===== src/rtl/game_pkg.sv =====
// Shared definitions for the display side of the game.
//   - game state encoding (S_START..S_LOSE)
//   - 24-bit colour constants
//   - VGA 640x480@60 timing defaults and sprite box sizes
//   - snapshot structs and small hit-test helpers
package game_pkg;

  // Game state encoding as driven by the game controller
  localparam logic [1:0] S_START = 2'b00;
  localparam logic [1:0] S_PLAY  = 2'b01;
  localparam logic [1:0] S_WIN   = 2'b10;
  localparam logic [1:0] S_LOSE  = 2'b11;

  // Colours
  localparam logic [23:0] C_BAD_BULLET  = 24'hFF8000;
  localparam logic [23:0] C_GOOD_BULLET = 24'hFFFF00;
  localparam logic [23:0] C_SHIELD      = 24'hFFFFFF;
  localparam logic [23:0] C_PLAYER      = 24'h00FFFF;
  localparam logic [23:0] C_ENEMY       = 24'hFF00FF;
  localparam logic [23:0] C_PLAYER_HP   = 24'h00C000;
  localparam logic [23:0] C_ENEMY_HP    = 24'hC00000;
  localparam logic [23:0] C_BG_START    = 24'h000040;
  localparam logic [23:0] C_BG_PLAY     = 24'h000000;
  localparam logic [23:0] C_BG_WIN      = 24'h004000;
  localparam logic [23:0] C_BG_LOSE     = 24'h400000;

  // VGA timing defaults (640x480@60)
  localparam int H_ACTIVE_DEF = 640;
  localparam int H_FP_DEF     = 16;
  localparam int H_SYNC_DEF   = 96;
  localparam int H_BP_DEF     = 48;
  localparam int V_ACTIVE_DEF = 480;
  localparam int V_FP_DEF     = 10;
  localparam int V_SYNC_DEF   = 2;
  localparam int V_BP_DEF     = 33;

  // Sprite and HUD geometry
  localparam int PLAYER_W = 32;
  localparam int PLAYER_H = 48;
  localparam int SQUAT_H  = 24;
  localparam int BULLET_W = 8;
  localparam int BULLET_H = 4;
  localparam int SHIELD_T = 2;
  localparam int BAR_Y0   = 8;
  localparam int BAR_Y1   = 16;
  localparam int BAR_X    = 16;

  typedef struct packed {
    logic signed [10:0] x;
    logic signed [9:0]  y;
    logic [1:0]         hp;
    logic               shield;
    logic               squat;
  } char_t;

  typedef struct packed {
    logic signed [10:0] x;
    logic signed [9:0]  y;
    logic               exists;
  } bullet_t;

  typedef struct packed {
    logic [1:0] state;
    char_t      player;
    char_t      enemy;
    bullet_t    good;
    bullet_t    bad;
  } scene_t;

  function automatic logic signed [11:0] sext_x(logic signed [10:0] x);
    return {x[10], x};
  endfunction

  function automatic logic signed [11:0] sext_y(logic signed [9:0] y);
    return {{2{y[9]}}, y};
  endfunction

  // p in [lo, lo+len), all signed 12-bit so off-screen boxes clip without wrap
  function automatic logic in_span(logic signed [11:0] p, logic signed [11:0] lo,
                                   logic [11:0] len);
    logic signed [11:0] hi;
    hi = lo + $signed(len);
    return (p >= lo) && (p < hi);
  endfunction

  function automatic logic [23:0] bg_colour(logic [1:0] s);
    logic [23:0] c;
    case (s)
      S_START: c = C_BG_START;
      S_PLAY:  c = C_BG_PLAY;
      S_WIN:   c = C_BG_WIN;
      default: c = C_BG_LOSE;
    endcase
    return c;
  endfunction

endpackage


===== src/rtl/vga_timing.sv =====
// VGA raster counters and raw (unpipelined) timing signals.
//   clk, rst   : clock, synchronous active-high reset
//   pix_en     : pixel-rate enable; counters advance only when high
//   hcnt, vcnt : current pixel position (0..H_TOTAL-1, 0..V_TOTAL-1)
//   de         : raw visible-area flag
//   hsync/vsync: raw active-low syncs
//   snap       : high on the pix_en cycle at hcnt=0, vcnt=V_ACTIVE
module vga_timing
  import game_pkg::*;
#(
  parameter int H_ACTIVE = H_ACTIVE_DEF,
  parameter int H_FP     = H_FP_DEF,
  parameter int H_SYNC   = H_SYNC_DEF,
  parameter int H_BP     = H_BP_DEF,
  parameter int V_ACTIVE = V_ACTIVE_DEF,
  parameter int V_FP     = V_FP_DEF,
  parameter int V_SYNC   = V_SYNC_DEF,
  parameter int V_BP     = V_BP_DEF
) (
  input  logic       clk,
  input  logic       rst,
  input  logic       pix_en,
  output logic [9:0] hcnt,
  output logic [9:0] vcnt,
  output logic       de,
  output logic       hsync,
  output logic       vsync,
  output logic       snap
);

  localparam int H_TOTAL = H_ACTIVE + H_FP + H_SYNC + H_BP;
  localparam int V_TOTAL = V_ACTIVE + V_FP + V_SYNC + V_BP;

  always_ff @(posedge clk) begin
    if (rst) begin
      hcnt <= '0;
      vcnt <= '0;
    end else if (pix_en) begin
      if (hcnt == 10'(H_TOTAL - 1)) begin
        hcnt <= '0;
        vcnt <= (vcnt == 10'(V_TOTAL - 1)) ? 10'd0 : vcnt + 10'd1;
      end else begin
        hcnt <= hcnt + 10'd1;
      end
    end
  end

  assign de    = (hcnt < 10'(H_ACTIVE)) && (vcnt < 10'(V_ACTIVE));
  assign hsync = !((hcnt >= 10'(H_ACTIVE + H_FP)) && (hcnt < 10'(H_ACTIVE + H_FP + H_SYNC)));
  assign vsync = !((vcnt >= 10'(V_ACTIVE + V_FP)) && (vcnt < 10'(V_ACTIVE + V_FP + V_SYNC)));
  // First blanking pixel after the last visible line: safe point to latch game state
  assign snap  = pix_en && (hcnt == 10'd0) && (vcnt == 10'(V_ACTIVE));

endmodule


===== src/rtl/scene_renderer.sv =====
// Composes VGA pixels from a per-frame snapshot of the game-state bus.
//   clk, rst        : clock, synchronous active-high reset
//   pix_en          : pixel-rate enable
//   i_state         : game state (START/PLAY/WIN/LOSE)
//   i_player_*, i_enemy_*       : character position, HP, shield, squat
//   i_goodbullet_*, i_badbullet_*: bullet position and existence
//   o_hsync, o_vsync: active-low syncs
//   o_de            : visible-area data enable
//   o_r, o_g, o_b   : pixel colour, zero outside the visible area
//   o_frame_start   : one-clk pulse after the snapshot is taken
// Outputs lag the raster counters by two pix_en ticks (hit stage, colour stage).
module scene_renderer
  import game_pkg::*;
#(
  parameter int H_ACTIVE = H_ACTIVE_DEF,
  parameter int H_FP     = H_FP_DEF,
  parameter int H_SYNC   = H_SYNC_DEF,
  parameter int H_BP     = H_BP_DEF,
  parameter int V_ACTIVE = V_ACTIVE_DEF,
  parameter int V_FP     = V_FP_DEF,
  parameter int V_SYNC   = V_SYNC_DEF,
  parameter int V_BP     = V_BP_DEF
) (
  input  logic              clk,
  input  logic              rst,
  input  logic              pix_en,
  input  logic [1:0]        i_state,
  input  logic signed [10:0] i_player_x,
  input  logic signed [9:0] i_player_y,
  input  logic signed [10:0] i_enemy_x,
  input  logic signed [9:0] i_enemy_y,
  input  logic [1:0]        i_player_hp,
  input  logic [1:0]        i_enemy_hp,
  input  logic              i_player_shield,
  input  logic              i_enemy_shield,
  input  logic              i_player_squat,
  input  logic              i_enemy_squat,
  input  logic signed [10:0] i_goodbullet_x,
  input  logic signed [9:0] i_goodbullet_y,
  input  logic signed [10:0] i_badbullet_x,
  input  logic signed [9:0] i_badbullet_y,
  input  logic              i_goodbullet_isE,
  input  logic              i_badbullet_isE,
  output logic              o_hsync,
  output logic              o_vsync,
  output logic              o_de,
  output logic [7:0]        o_r,
  output logic [7:0]        o_g,
  output logic [7:0]        o_b,
  output logic              o_frame_start
);

  localparam logic signed [11:0] SQUAT_OFS = 12'(PLAYER_H - SQUAT_H);
  localparam logic signed [11:0] SHIELD_OFS = 12'(SHIELD_T);

  logic [9:0] hcnt, vcnt;
  logic       raw_de, raw_hsync, raw_vsync, snap;

  vga_timing #(
    .H_ACTIVE(H_ACTIVE), .H_FP(H_FP), .H_SYNC(H_SYNC), .H_BP(H_BP),
    .V_ACTIVE(V_ACTIVE), .V_FP(V_FP), .V_SYNC(V_SYNC), .V_BP(V_BP)
  ) u_timing (
    .clk   (clk),
    .rst   (rst),
    .pix_en(pix_en),
    .hcnt  (hcnt),
    .vcnt  (vcnt),
    .de    (raw_de),
    .hsync (raw_hsync),
    .vsync (raw_vsync),
    .snap  (snap)
  );

  // ---------------- snapshot ----------------
  scene_t scene_in, shadow_reg;

  always_comb begin
    scene_in               = '0;
    scene_in.state         = i_state;
    scene_in.player.x      = i_player_x;
    scene_in.player.y      = i_player_y;
    scene_in.player.hp     = i_player_hp;
    scene_in.player.shield = i_player_shield;
    scene_in.player.squat  = i_player_squat;
    scene_in.enemy.x       = i_enemy_x;
    scene_in.enemy.y       = i_enemy_y;
    scene_in.enemy.hp      = i_enemy_hp;
    scene_in.enemy.shield  = i_enemy_shield;
    scene_in.enemy.squat   = i_enemy_squat;
    scene_in.good.x        = i_goodbullet_x;
    scene_in.good.y        = i_goodbullet_y;
    scene_in.good.exists   = i_goodbullet_isE;
    scene_in.bad.x         = i_badbullet_x;
    scene_in.bad.y         = i_badbullet_y;
    scene_in.bad.exists    = i_badbullet_isE;
  end

  always_ff @(posedge clk) begin
    if (rst) begin
      shadow_reg           <= '0;
      shadow_reg.state     <= S_START;
      shadow_reg.player.hp <= 2'd3;
      shadow_reg.enemy.hp  <= 2'd3;
      o_frame_start        <= 1'b0;
    end else begin
      if (snap) shadow_reg <= scene_in;
      o_frame_start <= snap;
    end
  end

  // ---------------- hit test ----------------
  logic signed [11:0] px, py;
  assign px = $signed({2'b00, hcnt});
  assign py = $signed({2'b00, vcnt});

  char_t   chars   [2];
  bullet_t bullets [2];
  assign chars[0]   = shadow_reg.player;
  assign chars[1]   = shadow_reg.enemy;
  assign bullets[0] = shadow_reg.good;
  assign bullets[1] = shadow_reg.bad;

  logic [1:0] char_in, char_border, bullet_hit;

  genvar gi;
  generate
    for (gi = 0; gi < 2; gi++) begin : g_char
      logic signed [11:0] left, top;
      logic [11:0]        height;
      logic               inner;
      // A squatting character keeps its feet on the same line: top moves down
      assign left   = sext_x(chars[gi].x);
      assign top    = sext_y(chars[gi].y) + (chars[gi].squat ? SQUAT_OFS : 12'sd0);
      assign height = chars[gi].squat ? 12'(SQUAT_H) : 12'(PLAYER_H);
      assign char_in[gi] = in_span(px, left, 12'(PLAYER_W)) && in_span(py, top, height);
      assign inner  = in_span(px, left + SHIELD_OFS, 12'(PLAYER_W - 2 * SHIELD_T)) &&
                      in_span(py, top + SHIELD_OFS, height - 12'(2 * SHIELD_T));
      assign char_border[gi] = chars[gi].shield && char_in[gi] && !inner;
    end

    for (gi = 0; gi < 2; gi++) begin : g_bullet
      assign bullet_hit[gi] = bullets[gi].exists &&
                              in_span(px, sext_x(bullets[gi].x), 12'(BULLET_W)) &&
                              in_span(py, sext_y(bullets[gi].y), 12'(BULLET_H));
    end
  endgenerate

  // HP bars grow inward from each screen edge, 32 pixels per point
  logic       bar_row, php_hit, ehp_hit;
  logic [9:0] php_len, ehp_len, ebar_end;
  assign bar_row  = (vcnt >= 10'(BAR_Y0)) && (vcnt < 10'(BAR_Y1));
  assign php_len  = {3'b000, shadow_reg.player.hp, 5'b00000};
  assign ehp_len  = {3'b000, shadow_reg.enemy.hp, 5'b00000};
  assign ebar_end = 10'(H_ACTIVE - BAR_X);
  assign php_hit  = bar_row && (hcnt >= 10'(BAR_X)) && (hcnt < 10'(BAR_X) + php_len);
  assign ehp_hit  = bar_row && (hcnt >= ebar_end - ehp_len) && (hcnt < ebar_end);

  logic play;
  assign play = (shadow_reg.state == S_PLAY);

  // ---------------- stage 1: hit flags + raw timing ----------------
  logic       s1_de_reg, s1_hsync_reg, s1_vsync_reg;
  logic [1:0] s1_state_reg;
  logic       s1_bad_reg, s1_good_reg, s1_border_reg, s1_player_reg, s1_enemy_reg;
  logic       s1_php_reg, s1_ehp_reg;

  always_ff @(posedge clk) begin
    if (rst) begin
      s1_de_reg     <= 1'b0;
      s1_hsync_reg  <= 1'b1;
      s1_vsync_reg  <= 1'b1;
      s1_state_reg  <= S_START;
      s1_bad_reg    <= 1'b0;
      s1_good_reg   <= 1'b0;
      s1_border_reg <= 1'b0;
      s1_player_reg <= 1'b0;
      s1_enemy_reg  <= 1'b0;
      s1_php_reg    <= 1'b0;
      s1_ehp_reg    <= 1'b0;
    end else if (pix_en) begin
      s1_de_reg     <= raw_de;
      s1_hsync_reg  <= raw_hsync;
      s1_vsync_reg  <= raw_vsync;
      s1_state_reg  <= shadow_reg.state;
      s1_bad_reg    <= play && bullet_hit[1];
      s1_good_reg   <= play && bullet_hit[0];
      s1_border_reg <= play && (|char_border);
      s1_player_reg <= play && char_in[0];
      s1_enemy_reg  <= play && char_in[1];
      s1_php_reg    <= play && php_hit;
      s1_ehp_reg    <= play && ehp_hit;
    end
  end

  // ---------------- stage 2: colour + delayed timing ----------------
  logic [23:0] colour_next, rgb_reg;

  always_comb begin
    colour_next = 24'h000000;
    if (s1_de_reg) begin
      if (s1_bad_reg)         colour_next = C_BAD_BULLET;
      else if (s1_good_reg)   colour_next = C_GOOD_BULLET;
      else if (s1_border_reg) colour_next = C_SHIELD;
      else if (s1_player_reg) colour_next = C_PLAYER;
      else if (s1_enemy_reg)  colour_next = C_ENEMY;
      else if (s1_php_reg)    colour_next = C_PLAYER_HP;
      else if (s1_ehp_reg)    colour_next = C_ENEMY_HP;
      else                    colour_next = bg_colour(s1_state_reg);
    end
  end

  always_ff @(posedge clk) begin
    if (rst) begin
      o_de    <= 1'b0;
      o_hsync <= 1'b1;
      o_vsync <= 1'b1;
      rgb_reg <= '0;
    end else if (pix_en) begin
      o_de    <= s1_de_reg;
      o_hsync <= s1_hsync_reg;
      o_vsync <= s1_vsync_reg;
      rgb_reg <= colour_next;
    end
  end

  assign o_r = rgb_reg[23:16];
  assign o_g = rgb_reg[15:8];
  assign o_b = rgb_reg[7:0];

endmodule


===== config.mk =====
export PLATFORM = sky130hd
export DESIGN_NAME = scene_renderer
export DESIGN_NICKNAME = d
export VERILOG_FILES = /design/src/rtl/game_pkg.sv /design/src/rtl/vga_timing.sv /design/src/rtl/scene_renderer.sv
export SDC_FILE = /design/constraint.sdc
export NUM_CORES = 1
export LEC_CHECK = 0
export BUFFER_PORTS_ARGS = -buffer_cell sky130_fd_sc_hd__buf_2
export CAP_MARGIN = 10
export CORE_AREA = 5 5 220 158
export DETAILED_ROUTE_END_ITERATION = 8
export DIE_AREA = 0 0 225 163
export HOLD_SLACK_MARGIN = 0.1
export PLACE_DENSITY = 0.54
export SLEW_MARGIN = 20
export SYNTH_ARGS = -nofsm -noshare
export SYNTH_HDL_FRONTEND = slang
export SYNTH_SLANG_ARGS = --single-unit

===== constraint.sdc =====
create_clock -name clk -period 8.8 [get_ports clk]
set_input_delay 1.76 -clock clk [delete_from_list [all_inputs] [get_ports clk]]
set_output_delay 1.76 -clock clk [all_outputs]
set_load 0.03 [all_outputs]

==> results.json <==
{
  "antenna_found_initial": 0,
  "crit-reg2reg-launch": "chars[0]$_SDFFE_PP0P_",
  "fillers": 3397,
  "clock_path_buffers": 2,
  "synth_edf_count": 0,
  "numCtsBuffers": 17,
  "grt_usage_pct": 19.8,
  "die_h_um": 163,
  "worst_ir_drop_vdd_v": 0.0000827,
  "drc_errors": 0,
  "final_cells": 2160,
  "wire_per_inst_um": 16.8,
  "max-slew-margin-rel_pct": 26.4,
  "die_w_um": 225,
  "clkLatencyLatePin_ns": 0.45,
  "drtPass1Iterations": 5,
  "vias": 11500,
  "timing.final.crit_period_ns": 4.57,
  "p_leak_nw": 5.89,
  "holdPathEnd": "bullets[35]$_SDFFE_PP0P_",
  "largest_register_ffs": 50,
  "fin_setup_tns_ns": 0,
  "maxCapViolations": 0,
  "avgSynthCellArea_um2": 7.86,
  "yosysMostFrequentCell": "nand2_1",
  "p_clk_share_pct": 51.7,
  "drive_above_1_share_pct": 11.2,
  "dp_slack_ns": 4.25,
  "grt_pass1_vias": 11000,
  "clk_pin_slew_ns": 0.07,
  "required_ns": 9.09,
  "fin_ws_ns": 4.23,
  "syn_nets": 1961,
  "final_area_um2": 14300,
  "finalMaxSlewViolations": 0,
  "synth_top_area_share_pct": 23.6,
  "post_cts_buffers": 0,
  "grt.met2_usage_pct": 29.4,
  "swShare_pct": 24.6,
  "start_util_pct": 38.8,
  "max_freq_mhz": 219,
  "final_util_pct": 43.7,
  "cts_tree": "built",
  "cp_max_fo": 8,
  "p_seq_share_pct": 43.6,
  "synth-seq-area-share_pct": 22.0,
  "regToRegSetupSlack_ns": 4.23,
  "yosysTopAreaCell": "ha_1",
  "power.total_mw": 1.47,
  "critPathLaunchType": "flip-flop",
  "clock_sinks": 140,
  "holdBufCountCts": 0,
  "wl_um": 36300,
  "setup_violations": 0,
  "post-route-period-util_pct": 51.9,
  "netlist_top_cells_count": "nand2_1 (252), ha_1 (240), a21oi_1 (158)",
  "synth-main-ff-cell": "dfxtp_1",
  "critical_path_class": "flip-flop to flip-flop",
  "internal_power_mw": 1.11,
  "power_density_nw_per_um2": 102,
  "worstHoldStart": "bullets[35]$_SDFFE_PP0P_",
  "place_area_um2": 13700,
  "htreeDepth": 4,
  "use_met3_pct": 3.28,
  "vias_per_cell": 5.33,
  "p_comb_share_pct": 4.6,
  "core_area_um2": 32700,
  "clockRootBuffer": "clkbuf_16",
  "post_cts_resized": 0,
  "worstReg2RegEnd": "s1_border_reg$_SDFFE_PP0P_",
  "ys_types": 81,
  "rsz0062_at_grt": "false",
  "synth_area_um2": 12700,
  "worst_slew_pin_slew_ns": 1.10,
  "area_delta_synth_final_pct": 12.6,
  "status": "complete, no violations",
  "met1_usage_pct": 30.2,
  "synth.ff_latch_count": 140,
  "ant_nets": 0,
  "hpwl_um": 27300,
  "top_usage_layer": "met1",
  "synth_cells": 1618,
  "reg2reg_depth": 15,
  "finalHoldViolCount": 0,
  "fin_nets": 2055,
  "p_sw_mw": 0.361,
  "row_count": 56,
  "skew_ns": 0.0103,
  "grt_pass1_wl_um": 59000,
  "grt_start_max_net_pins": 99,
  "multiInputGateArea_um2": 9110,
  "ys_async_sr_fraction_pct": 0,
  "die-area_um2": 36700,
  "drtIter0Drc": 545,
  "gp_congestion": 0.835,
  "seq_area_um2": 2800,
  "min_path_type": "flip-flop to flip-flop",
  "yosysWarnings": 0,
  "grt-ovfl-total": 0,
  "whs_path_depth": 2,
  "cp-end-kind": "flip-flop",
  "synthTopCellsByArea": "ha_1 (24%), dfxtp_1 (22%), nand2_1 (7.4%), a21oi_1 (6.2%), xnor2_1 (5.4%)",
  "pin_count": 127,
  "io_buffers": 126,
  "critPathArrivalTime_ns": 4.85,
  "diodes": 0,
  "dpl.cell_count": 2127,
  "whs_ns": 0.453
}
-- worst max-delay path: stages, from the launching register on --
cell and delay, ns:
dfxtp_1 0.41, ha_1 0.28, fa_1 0.57, nor2b_1 0.23, nand3_1 0.27, and2_1 0.27
ha_1 0.31, nor2b_1 0.14, o21ai_0 0.34, xnor2_1 0.17, ha_1 0.26, a211o_1 0.30
o221ai_1 0.17, a221oi_1 0.12, a2111oi_1 0.44, o41ai_1 0.13
-- cells by family after synthesis --
family,after synthesis,synth area share (%)
AND/OR/NAND/NOR,531,19.7
adder cells (fa/ha/maj),244,24.3
XOR/XNOR,114,7.86
buffers and inverters,197,6.33
flip-flops,140,22.0
multiplexers,5,0.394
AO/OA/AOI/OAI,387,19.4
-- metal layers --
metal,routed length [µm],vias to the layer above
li1,-,5936
met1,19400,5322
met2,14800,236
met3,1690,20
met4,360,0
met5,0,-
-- cell type report --
cell class              instances  share of cell area, %
repair buffers                141                   5.30
clock inverters                13                   1.08
multi-input cells            1281                   63.6
inverters                     131                   3.44
flip-flops and latches        140                   19.6
well taps                     435                   3.80
clock buffers                  19                   3.16
-- worst max path at each step --
stage	startpoint	to	slack, ns	cells after the start
6_report	chars[0]$_SDFFE_PP0P_	s1_border_reg$_SDFFE_PP0P_	4.23	15
3_5_place_dp	chars[0]$_SDFFE_PP0P_	s1_border_reg$_SDFFE_PP0P_	4.25	15
2_1_floorplan	chars[0]$_SDFFE_PP0P_	s1_border_reg$_SDFFE_PP0P_	4.81	15
4_1_cts	chars[0]$_SDFFE_PP0P_	s1_border_reg$_SDFFE_PP0P_	4.23	15
5_1_grt	chars[0]$_SDFFE_PP0P_	s1_border_reg$_SDFFE_PP0P_	3.89	16
3_3_place_gp	pix_en	u_timing.vcnt[3]$_SDFFE_PP0P_	4.41	6
-- power by group through the flow --
stage                     Combinational, mW  Clock, mW  Sequential (mW)
final                                0.0681      0.758            0.639
after global routing                 0.0762      0.808            0.639
after CTS                            0.0683      0.781            0.639
after detailed placement             0.0678          0            0.654
after global placement               0.0676          0            0.654
after floorplan                      0.0330          0            0.653
-- cells in the final DEF (no fill, tap or decap), types with 12 or more instances in the layout --
master / count
buf_4: 15
nor3_1: 28
inv_1: 130
o211ai_1: 19
nand3_1: 46
or3_1: 13
nor2_1: 72
a21oi_1: 158
o21a_1: 18
dfxtp_1: 140
nand2b_1: 14
a21o_1: 29
nor4_1: 15
buf_2: 125
xor2_1: 35
nor2b_1: 15
ha_1: 240
clkbuf_16: 17
xnor2_1: 79
a31oi_1: 12
nand2_1: 252
nand4_1: 27
o21ai_0: 53
(Power assumes the default switching activity.)
